$ cat src/rtl/dfr_pkg.sv
// dfr_pkg: shared FSM state type and default widths for the DFR readout
package dfr_pkg;
  localparam int DFR_NODES = 100;
  localparam int DFR_DW    = 32;
  localparam int DFR_AW    = 16;
  localparam int DFR_FRAC  = 16;
  typedef enum logic [2:0] {IDLE, ISSUE, DRAIN, WRITE, DONE} dfr_state_t;
endpackage

$ cat src/rtl/dfr_mac.sv
// dfr_mac: registered signed multiply followed by a clearable wrapping accumulator
module dfr_mac #(
  parameter int W = 32
) (
  input  logic                  S_AXI_ACLK,
  input  logic                  S_AXI_ARESETN,
  input  logic                  in_valid,
  input  logic                  clr,
  input  logic signed [W-1:0]   a,
  input  logic signed [W-1:0]   b,
  output logic signed [2*W-1:0] acc
);
  logic signed [2*W-1:0] prod;
  logic                  prod_valid, prod_clr;
  // product stage, then accumulate; the first product of a sample replaces the sum
  always_ff @(posedge S_AXI_ACLK or negedge S_AXI_ARESETN) begin
    if (!S_AXI_ARESETN) begin
      prod       <= '0;
      prod_valid <= 1'b0;
      prod_clr   <= 1'b0;
      acc        <= '0;
    end else begin
      prod_valid <= in_valid;
      prod_clr   <= clr;
      if (in_valid) prod <= a * b;
      if (prod_valid) acc <= prod_clr ? prod : acc + prod;
    end
  end
endmodule

$ cat src/rtl/dfr_readout.sv
// dfr_readout: per-sample dot product of reservoir history with readout weights
module dfr_readout
  import dfr_pkg::*;
#(
  parameter int NUM_VIRTUAL_NODES            = DFR_NODES,
  parameter int RESERVOIR_DATA_WIDTH         = DFR_DW,
  parameter int RESERVOIR_HISTORY_ADDR_WIDTH = DFR_AW,
  parameter int WEIGHT_FRAC_BITS             = DFR_FRAC
) (
  input  logic                                    S_AXI_ACLK,
  input  logic                                    S_AXI_ARESETN,
  input  logic                                    start,
  input  logic [31:0]                             num_init_samples,
  input  logic [31:0]                             num_test_samples,
  input  logic [31:0]                             num_steps_per_sample,
  output logic [RESERVOIR_HISTORY_ADDR_WIDTH-1:0] res_rd_addr,
  input  logic [RESERVOIR_DATA_WIDTH-1:0]         res_rd_data,
  output logic [$clog2(NUM_VIRTUAL_NODES)-1:0]    weight_rd_addr,
  input  logic [RESERVOIR_DATA_WIDTH-1:0]         weight_rd_data,
  output logic                                    out_wen,
  output logic [RESERVOIR_HISTORY_ADDR_WIDTH-1:0] out_addr,
  output logic [RESERVOIR_DATA_WIDTH-1:0]         out_data,
  output logic                                    busy,
  output logic                                    done
);
  localparam int W  = RESERVOIR_DATA_WIDTH;
  localparam int AW = RESERVOIR_HISTORY_ADDR_WIDTH;
  localparam int KW = $clog2(NUM_VIRTUAL_NODES);
  dfr_state_t            state, state_d;
  logic [31:0]           test_q, s;
  logic [AW-1:0]         steps_q, base;
  logic                  v1, f1, d;
  logic signed [2*W-1:0] acc;
  // state register
  always_ff @(posedge S_AXI_ACLK or negedge S_AXI_ARESETN) begin
    if (!S_AXI_ARESETN) state <= IDLE;
    else state <= state_d;
  end
  // next state and per-state strobes
  always_comb begin
    state_d = state;
    busy    = 1'b0;
    done    = 1'b0;
    out_wen = 1'b0;
    case (state)
      IDLE:  if (start) state_d = num_test_samples == '0 ? DONE : ISSUE;
      ISSUE: begin
        busy = 1'b1;
        if (weight_rd_addr == KW'(NUM_VIRTUAL_NODES - 1)) state_d = DRAIN;
      end
      DRAIN: begin
        busy = 1'b1;
        if (d) state_d = WRITE;
      end
      WRITE: begin
        busy    = 1'b1;
        out_wen = 1'b1;
        state_d = s + 32'd1 == test_q ? DONE : ISSUE;
      end
      DONE: begin
        done    = 1'b1;
        state_d = IDLE;
      end
      default: state_d = IDLE;
    endcase
  end
  // config latch, sample counter and address generation; the base address advances by the stride each sample
  always_ff @(posedge S_AXI_ACLK or negedge S_AXI_ARESETN) begin
    if (!S_AXI_ARESETN) begin
      test_q         <= '0;
      steps_q        <= '0;
      s              <= '0;
      base           <= '0;
      res_rd_addr    <= '0;
      weight_rd_addr <= '0;
      v1             <= 1'b0;
      f1             <= 1'b0;
      d              <= 1'b0;
    end else begin
      v1 <= state == ISSUE;
      f1 <= state == ISSUE && weight_rd_addr == '0;
      d  <= state == DRAIN && !d;
      if (state == IDLE && start) begin
        test_q  <= num_test_samples;
        steps_q <= num_steps_per_sample[AW-1:0];
        s       <= '0;
        base    <= AW'(num_init_samples * num_steps_per_sample);
        if (state_d == ISSUE) begin
          res_rd_addr    <= AW'(num_init_samples * num_steps_per_sample);
          weight_rd_addr <= '0;
        end
      end
      if (state == ISSUE && state_d == ISSUE) begin
        res_rd_addr    <= res_rd_addr + 1'b1;
        weight_rd_addr <= weight_rd_addr + 1'b1;
      end
      if (state == WRITE) begin
        s <= s + 32'd1;
        if (state_d == ISSUE) begin
          base           <= base + steps_q;
          res_rd_addr    <= base + steps_q;
          weight_rd_addr <= '0;
        end
      end
    end
  end
  dfr_mac #(.W(W)) u_mac (
    .S_AXI_ACLK   (S_AXI_ACLK),
    .S_AXI_ARESETN(S_AXI_ARESETN),
    .in_valid     (v1),
    .clr          (f1),
    .a            (res_rd_data),
    .b            (weight_rd_data),
    .acc          (acc)
  );
  assign out_data = W'(acc >>> WEIGHT_FRAC_BITS);
  assign out_addr = s[AW-1:0];
endmodule

$ cat config.mk
export PLATFORM = sky130hd
export DESIGN_NAME = dfr_readout
export DESIGN_NICKNAME = d
export VERILOG_FILES = /design/src/rtl/dfr_pkg.sv /design/src/rtl/dfr_mac.sv /design/src/rtl/dfr_readout.sv
export SDC_FILE = /design/constraint.sdc
export NUM_CORES = 2
export LEC_CHECK = 0
export ABC_AREA = 1
export CORE_MARGIN = 2
export CORE_UTILIZATION = 55
export DETAILED_ROUTE_END_ITERATION = 8
export PLACE_DENSITY_LB_ADDON = 0.3
export REMOVE_ABC_BUFFERS = 1
export SETUP_SLACK_MARGIN = 0.02
export SLEW_MARGIN = 20
export SYNTH_ARGS = -nofsm -noshare
export SYNTH_HDL_FRONTEND = slang
export SYNTH_SLANG_ARGS = --single-unit
$ cat constraint.sdc
create_clock -name S_AXI_ACLK -period 2.4 [get_ports S_AXI_ACLK]
set_clock_uncertainty 0.2 [all_clocks]
set_input_delay 0.48 -clock S_AXI_ACLK [delete_from_list [all_inputs] [get_ports S_AXI_ACLK]]
set_output_delay 0.48 -clock S_AXI_ACLK [all_outputs]
set_load 0.02 [all_outputs]
# Yosys cells after proc, flatten, opt, wreduce, memory -nomap -nowiden

Index checks and enable logic that the tools add are counted.

Flip-flop bits (word level): 255
Bits of input ports: 163
Output and inout port bits: 74
Word-level logic and storage cells: 63

$add $sub $neg: 5
Multiply operators: 2
Equality and inequality tests: 7
Muxes and demuxes: 25
Reductions and logical operators: 10

Operators by type and width:

| operator                                      | count |
|---|---|
| two-way mux 16 bit                            | 8 |
| adder 64 bit                                  | 1 |
| multiplier 32 x 32 -> 64 bit                  | 1 |
| two-way mux 32 bit                            | 2 |
| two-way mux 64 bit                            | 1 |
| two-way mux 7 bit                             | 5 |
| adder 32 x 1 -> 32 bit, second input constant | 1 |
| == test 32 bit                                | 1 |
| zero test 32 bit                              | 1 |
| multiplier 32 x 32 -> 16 bit                  | 1 |
| adder 16 x 1 -> 16 bit, second input constant | 1 |
| adder 16 bit                                  | 1 |
| two-way mux 3 bit                             | 5 |
| one-hot mux 3 bit (4 select lines)            | 1 |
| adder 7 x 1 -> 7 bit, second input constant   | 1 |
| == test 7 bit, second input constant          | 1 |
| zero test 7 bit                               | 1 |
| == test 3 x 1 -> 1 bit, second input constant | 2 |
| == test 3 x 2 -> 1 bit, second input constant | 2 |
| logical AND 1 bit                             | 4 |
| == test 3 bit, second input constant          | 1 |
| zero test 3 bit                               | 1 |
| two-way mux 1 bit                             | 3 |
| OR reduction 3 bit                            | 1 |
| 2 further kinds                               | 2 |

# Logic depth before layout (Yosys ltp)

Depth after elaboration: 10
Gate-level depth with buffers: 32
Depth with buffers taken out: 30

# By module

A second synthesis with hierarchy kept.

Cells, all modules: 8319
Area total of the unflattened synthesis: 60860.9 µm²

By module, submodules not included:

| module      | times used | cells each | area an instance (µm²) |
|---|---|---|---|
| dfr_mac     | 1          | 6484       | 48415.2 |
| dfr_readout | 1          | 1835       | 12445.7 |

# Worst setup path before layout

OpenSTA, ideal clock, no wires.

Path kind: input to register
From: input port res_rd_data[30]
To: register u_mac.prod[46]
Setup time: 0.134 ns
Data arrival time: 6.784 ns
Required time: 2.066 ns
Path slack: -4.718 ns
Stages on the path: 28
Cells stage by stage: clkbuf_1 buf_1 nand2_1 fa_1 fa_1 inv_1 fa_1 inv_1 fa_1 inv_1 fa_1 fa_1 fa_1 inv_1 fa_1 inv_1 ha_1 nand2_1 inv_1 a21oi_1 o21ai_0 a21oi_1 nand3_1 nand2_1 nand3_1 or2_2 nand3_1 o21ai_0

Cells in the longest elaborated chain, start to end: 1

Ends and longest elaborated chain:

| item                         | RTL line          | RTL |
|---|---|---|
| start: declaration           | dfr_readout.sv:17 | `input logic [RESERVOIR_DATA_WIDTH-1:0] res_rd_data,` |
| multiplier 32 x 32 -> 64 bit | dfr_mac.sv:25     | `if (in_valid) prod <= a * b;` |
| end signal: assignment       | dfr_mac.sv:25     |  |
| end: declaration             | dfr_mac.sv:13     | `logic signed [2*W-1:0] prod;` |

Every way passes these cells.
A chain may end at the register's enable or synchronous reset.

# Worst setup path after layout

From: input port weight_rd_data[27]
To: register u_mac.prod[42]

Cells in the longest elaborated chain, start to end: 1

Ends and longest elaborated chain:

| item                         | RTL line          | RTL |
|---|---|---|
| start: declaration           | dfr_readout.sv:19 | `input logic [RESERVOIR_DATA_WIDTH-1:0] weight_rd_data,` |
| multiplier 32 x 32 -> 64 bit | dfr_mac.sv:25     |  |

Every way passes these cells.

==> run_results.csv <==
group,metric,value,unit
logic_synthesis,synth_top_flop_cell,"dfrtp_1",
clock_network,worstSkewPairLatency,0.56,ns
timing,final.min_clock_period,7.87,ns
detailed_routing,drt_iter0_drc,7421,
detailed_routing,post_drt_wl_per_cell,23.7,um
worst_setup_path,cp_slowest_stage_delay,0.80,ns
timing,rsz0062_at_grt,"yes",
hold_path,worstHoldEndpoint,"steps_q[7]",
logic_synthesis,yosys-top-cells-count,"nand2_1 (1994), inv_1 (1702), fa_1 (921)",
worst_setup_path,worst_ep_arrival_time,8.11,ns
logic_synthesis,synth_top_area_cell,"fa_1",
final_layout,fill_cells,5713,
worst_setup_path,cp_num_buf_inv,9,
grt,grt-ovfl-total,0,
worst_setup_path,worstSetupPathType,"primary input to flip-flop",
hold_path,hold_class,"primary input to flip-flop",
worst_setup_path,crit_path_frequent_cell,"fa_1",
logic_synthesis,synth_most_common_cell,"nand2_1",
floorplan,die_h,305,um
logic_synthesis,netlist_area,49900,um^2
grt,grt_pass1_vias,53400,
final_layout,nNetsFinal,9252,
worst_setup_path,cp.required,2.64,ns
worst_setup_path,cp_slowest_cell,"fa_1",
worst_setup_path,r2r_start,"s[0]",
flow_run,drv_cap,0,
logic_synthesis,async_flop_share,1.00,
place,place_hpwl,128000,um
floorplan,start_util,0.555,
worst_setup_path,reg2reg_slack,-0.49,ns
timing,fin_crit_sh,3.28,
worst_setup_path,critical-path-top-delay-family,"adder cells",
clock_network,cts_tree,"yes",
logic_synthesis,yosys_register_bits,223,
detailed_routing,vias,53600,
detailed_routing,ant_nets,0,
floorplan,num_rows,110,
timing,fin_hold_ws,0.127,ns
logic_synthesis,synthTopCellsByArea,"fa_1 (37%), nand2_1 (15%), inv_1 (13%), dfrtp_1 (11%), ha_1 (7.1%)",
run_status,violations,"design-rule violations, negative setup slack",
final_layout,drive_gt1_frac,0.279,
floorplan,die_area,93200,um^2
detailed_routing,drc,669,
floorplan,num_io_pins,237,
timing,setup_viol,145,
final_layout,final_util,0.767,
clock_network,htree_levels,1,
run_status,status,"complete, but fails checks",
clock_network,cts_sinks,223,
timing,worst_slew_pin_slew,0.829,ns
timing,fmax,127,MHz
timing,slew_headroom,0.446,
logic_synthesis,synth_top_area_share,0.369,
detailed_routing,viasPerCell,5.91,
worst_setup_path,reg2regPathDepth,17,
floorplan,die_w,305,um
hold_path,hold_start,"num_steps_per_sample[7]",
logic_synthesis,yosys_warnings,0,
place,portBuffers,204,
final_layout,final_cell_count_no_fill,9081,
timing,setup_slack,-5.47,ns
detailed_routing,finalWirelength,215000,um
logic_synthesis,synth_edf_count,0,
grt,grt_pass1_wl,294000,um
grt,antenna_found_initial,9,
logic_synthesis,ys_types,51,
worst_setup_path,reg2reg_to,"res_rd_addr[6]",
clock_network,cts_buffer_depth,3,
worst_setup_path,worstSetupStartpointType,"primary input",
timing,slew_viol_final,0,
worst_setup_path,crit_path_end_kind,"flip-flop",
place,gp_congestion,0.982,
worst_setup_path,cp_max_fo,8,
logic_synthesis,yosysSeqAreaShare,0.112,
clock_network,cts_made_buffers,25,
grt,gr-usage-all-layers,0.405,
clock_network,root_buffer,"clkbuf_16",
detailed_routing,dr.pass1.iters,9,
floorplan,design.core.area,90000,um^2
timing,setup_tns,-255.76,ns
grt,grt_start_max_net_pins,72,
timing,hold_viol_final,0,
place,place_inst,8739,
logic_synthesis,syn_inst,6720,
final_layout,area_growth,38.2,%
logic_synthesis,avgSynthCellArea,7.43,um^2
hold_path,hold_depth,4,
clock_network,path_clk_slew,0.06,ns
-- sequential cells by signal, summed over array words and instances (netlist names) --
name,count
u_mac.prod_clr,1
s,32
d,1
state,3
test_q,32
u_mac.prod_valid,1
weight_rd_addr,7
res_rd_addr,16
f1,1
u_mac.acc,48
steps_q,16
u_mac.prod,48
v1,1
base,16
-- worst max path at each step --
| stage | depth (start not counted) | slack, ns | endpoint | startpoint |
|---|---|---|---|---|
| 6_report | 27 | -5.47 | u_mac.prod[42] | weight_rd_data[27] |
| 5_1_grt | 27 | -5.30 | u_mac.prod[42] | weight_rd_data[27] |
| 4_1_cts | 27 | -4.37 | u_mac.prod[42] | res_rd_data[31] |
| 3_5_place_dp | 28 | -5.58 | u_mac.prod[46] | weight_rd_data[9] |
| 3_3_place_gp | 28 | -5.57 | u_mac.prod[45] | weight_rd_data[9] |
| 2_1_floorplan | 24 | -4.30 | u_mac.prod[42] | res_rd_data[31] |
-- what timing repair did --
action,in CTS,in global routing
endpoints found under the hold margin,51,0
cloned,43,2
setup buffers,214,51
pin swaps,368,306
gates resized for setup,1200,505
hold buffers,1,0
endpoints found under the setup margin,157,176
-- through the flow --
stage / cell area (um^2) / worst slack, ns
global route: 69000 / -5.30
CTS: 67200 / -4.37
detailed placement: 60400 / -5.58
finish: 69000 / -5.47
global placement: 60400 / -5.57
floorplan: 48600 / -4.30
-- metal layers --
metal | GRT usage | vias up | wire length (um)
li1 | - | 21900 | -
met1 | 0.503 | 25400 | 71500
met2 | 0.637 | 4430 | 92100
met3 | 0.115 | 1868 | 30900
met4 | 0.233 | 25 | 20100
met5 | 0.00207 | - | 783
-- area by class of cell --
type / instances / area (um^2) / area share
repair buffers: 1448 / 14500 / 0.210
flip-flops and latches: 223 / 5580 / 0.0809
multi-input cells: 4481 / 40200 / 0.583
inverters: 1707 / 6430 / 0.0932
clock buffers: 33 / 696 / 0.0101
well taps: 1176 / 1470 / 0.0213
diodes: 7 / 17.5 / 0.000254
clock inverters: 6 / 83.8 / 0.00121
-- cell usage in the layout (no fill, tap or decap), types with 22 or more instances in the layout --
master,Yosys,layout
nand2_1,1994,1821
inv_1,1702,1525
buf_4,49,938
fa_1,921,806
nor2_1,289,227
dfrtp_1,223,223
ha_1,282,207
inv_2,4,173
nand3_1,180,147
buf_6,0,139
buf_12,0,129
o21ai_0,196,123
nand2_2,4,118
fa_2,0,115
a21oi_1,179,112
clkdlybuf4s50_1,0,112
ha_4,0,69
nand2_4,2,58
xor2_1,67,56
a21oi_2,0,49
xnor2_1,56,45
o21ai_1,1,40
nor2_4,5,39
nand4_1,36,36
nor2_2,6,34
buf_8,2,33
nor3_1,40,30
o21ai_2,0,28
o22ai_1,27,27
clkbuf_16,0,27
nand3_2,0,25
a21o_1,23,23
o211ai_1,23,23
buf_16,0,22
-- logic make-up (layout without fill, tap and decap cells) --
kind of cell,Yosys count,in the layout,synth area share
and+or+nand+nor,2624,2624,0.210
buffers and inverters,2016,3194,0.156
adders and majority gates,1203,1203,0.440
AOI/OAI and AO/OA,528,528,0.0597
DFF,223,223,0.112
xor gates and xnor gates,126,126,0.0229
other,0,7,0
-- worst reg2reg max path, stage by stage (launching register included) --
cell	delay [ns]
dfrtp_1	0.36
buf_4	0.19
nand2_1	0.10
nor2_4	0.13
nand2_2	0.12
nor2_4	0.16
nand2_1	0.07
nand2_1	0.18
xor2_2	0.19
nand2_1	0.07
nor2_1	0.08
nand2_1	0.07
nor2_2	0.14
nand3_4	0.19
nand2_8	0.17
bufbuf_16	0.28
nand2_1	0.07
nand2_1	0.07
Power is left out: the tool's default activity adds up to more than one toggle a clock period on the data nets, which glitch-free logic cannot reach.
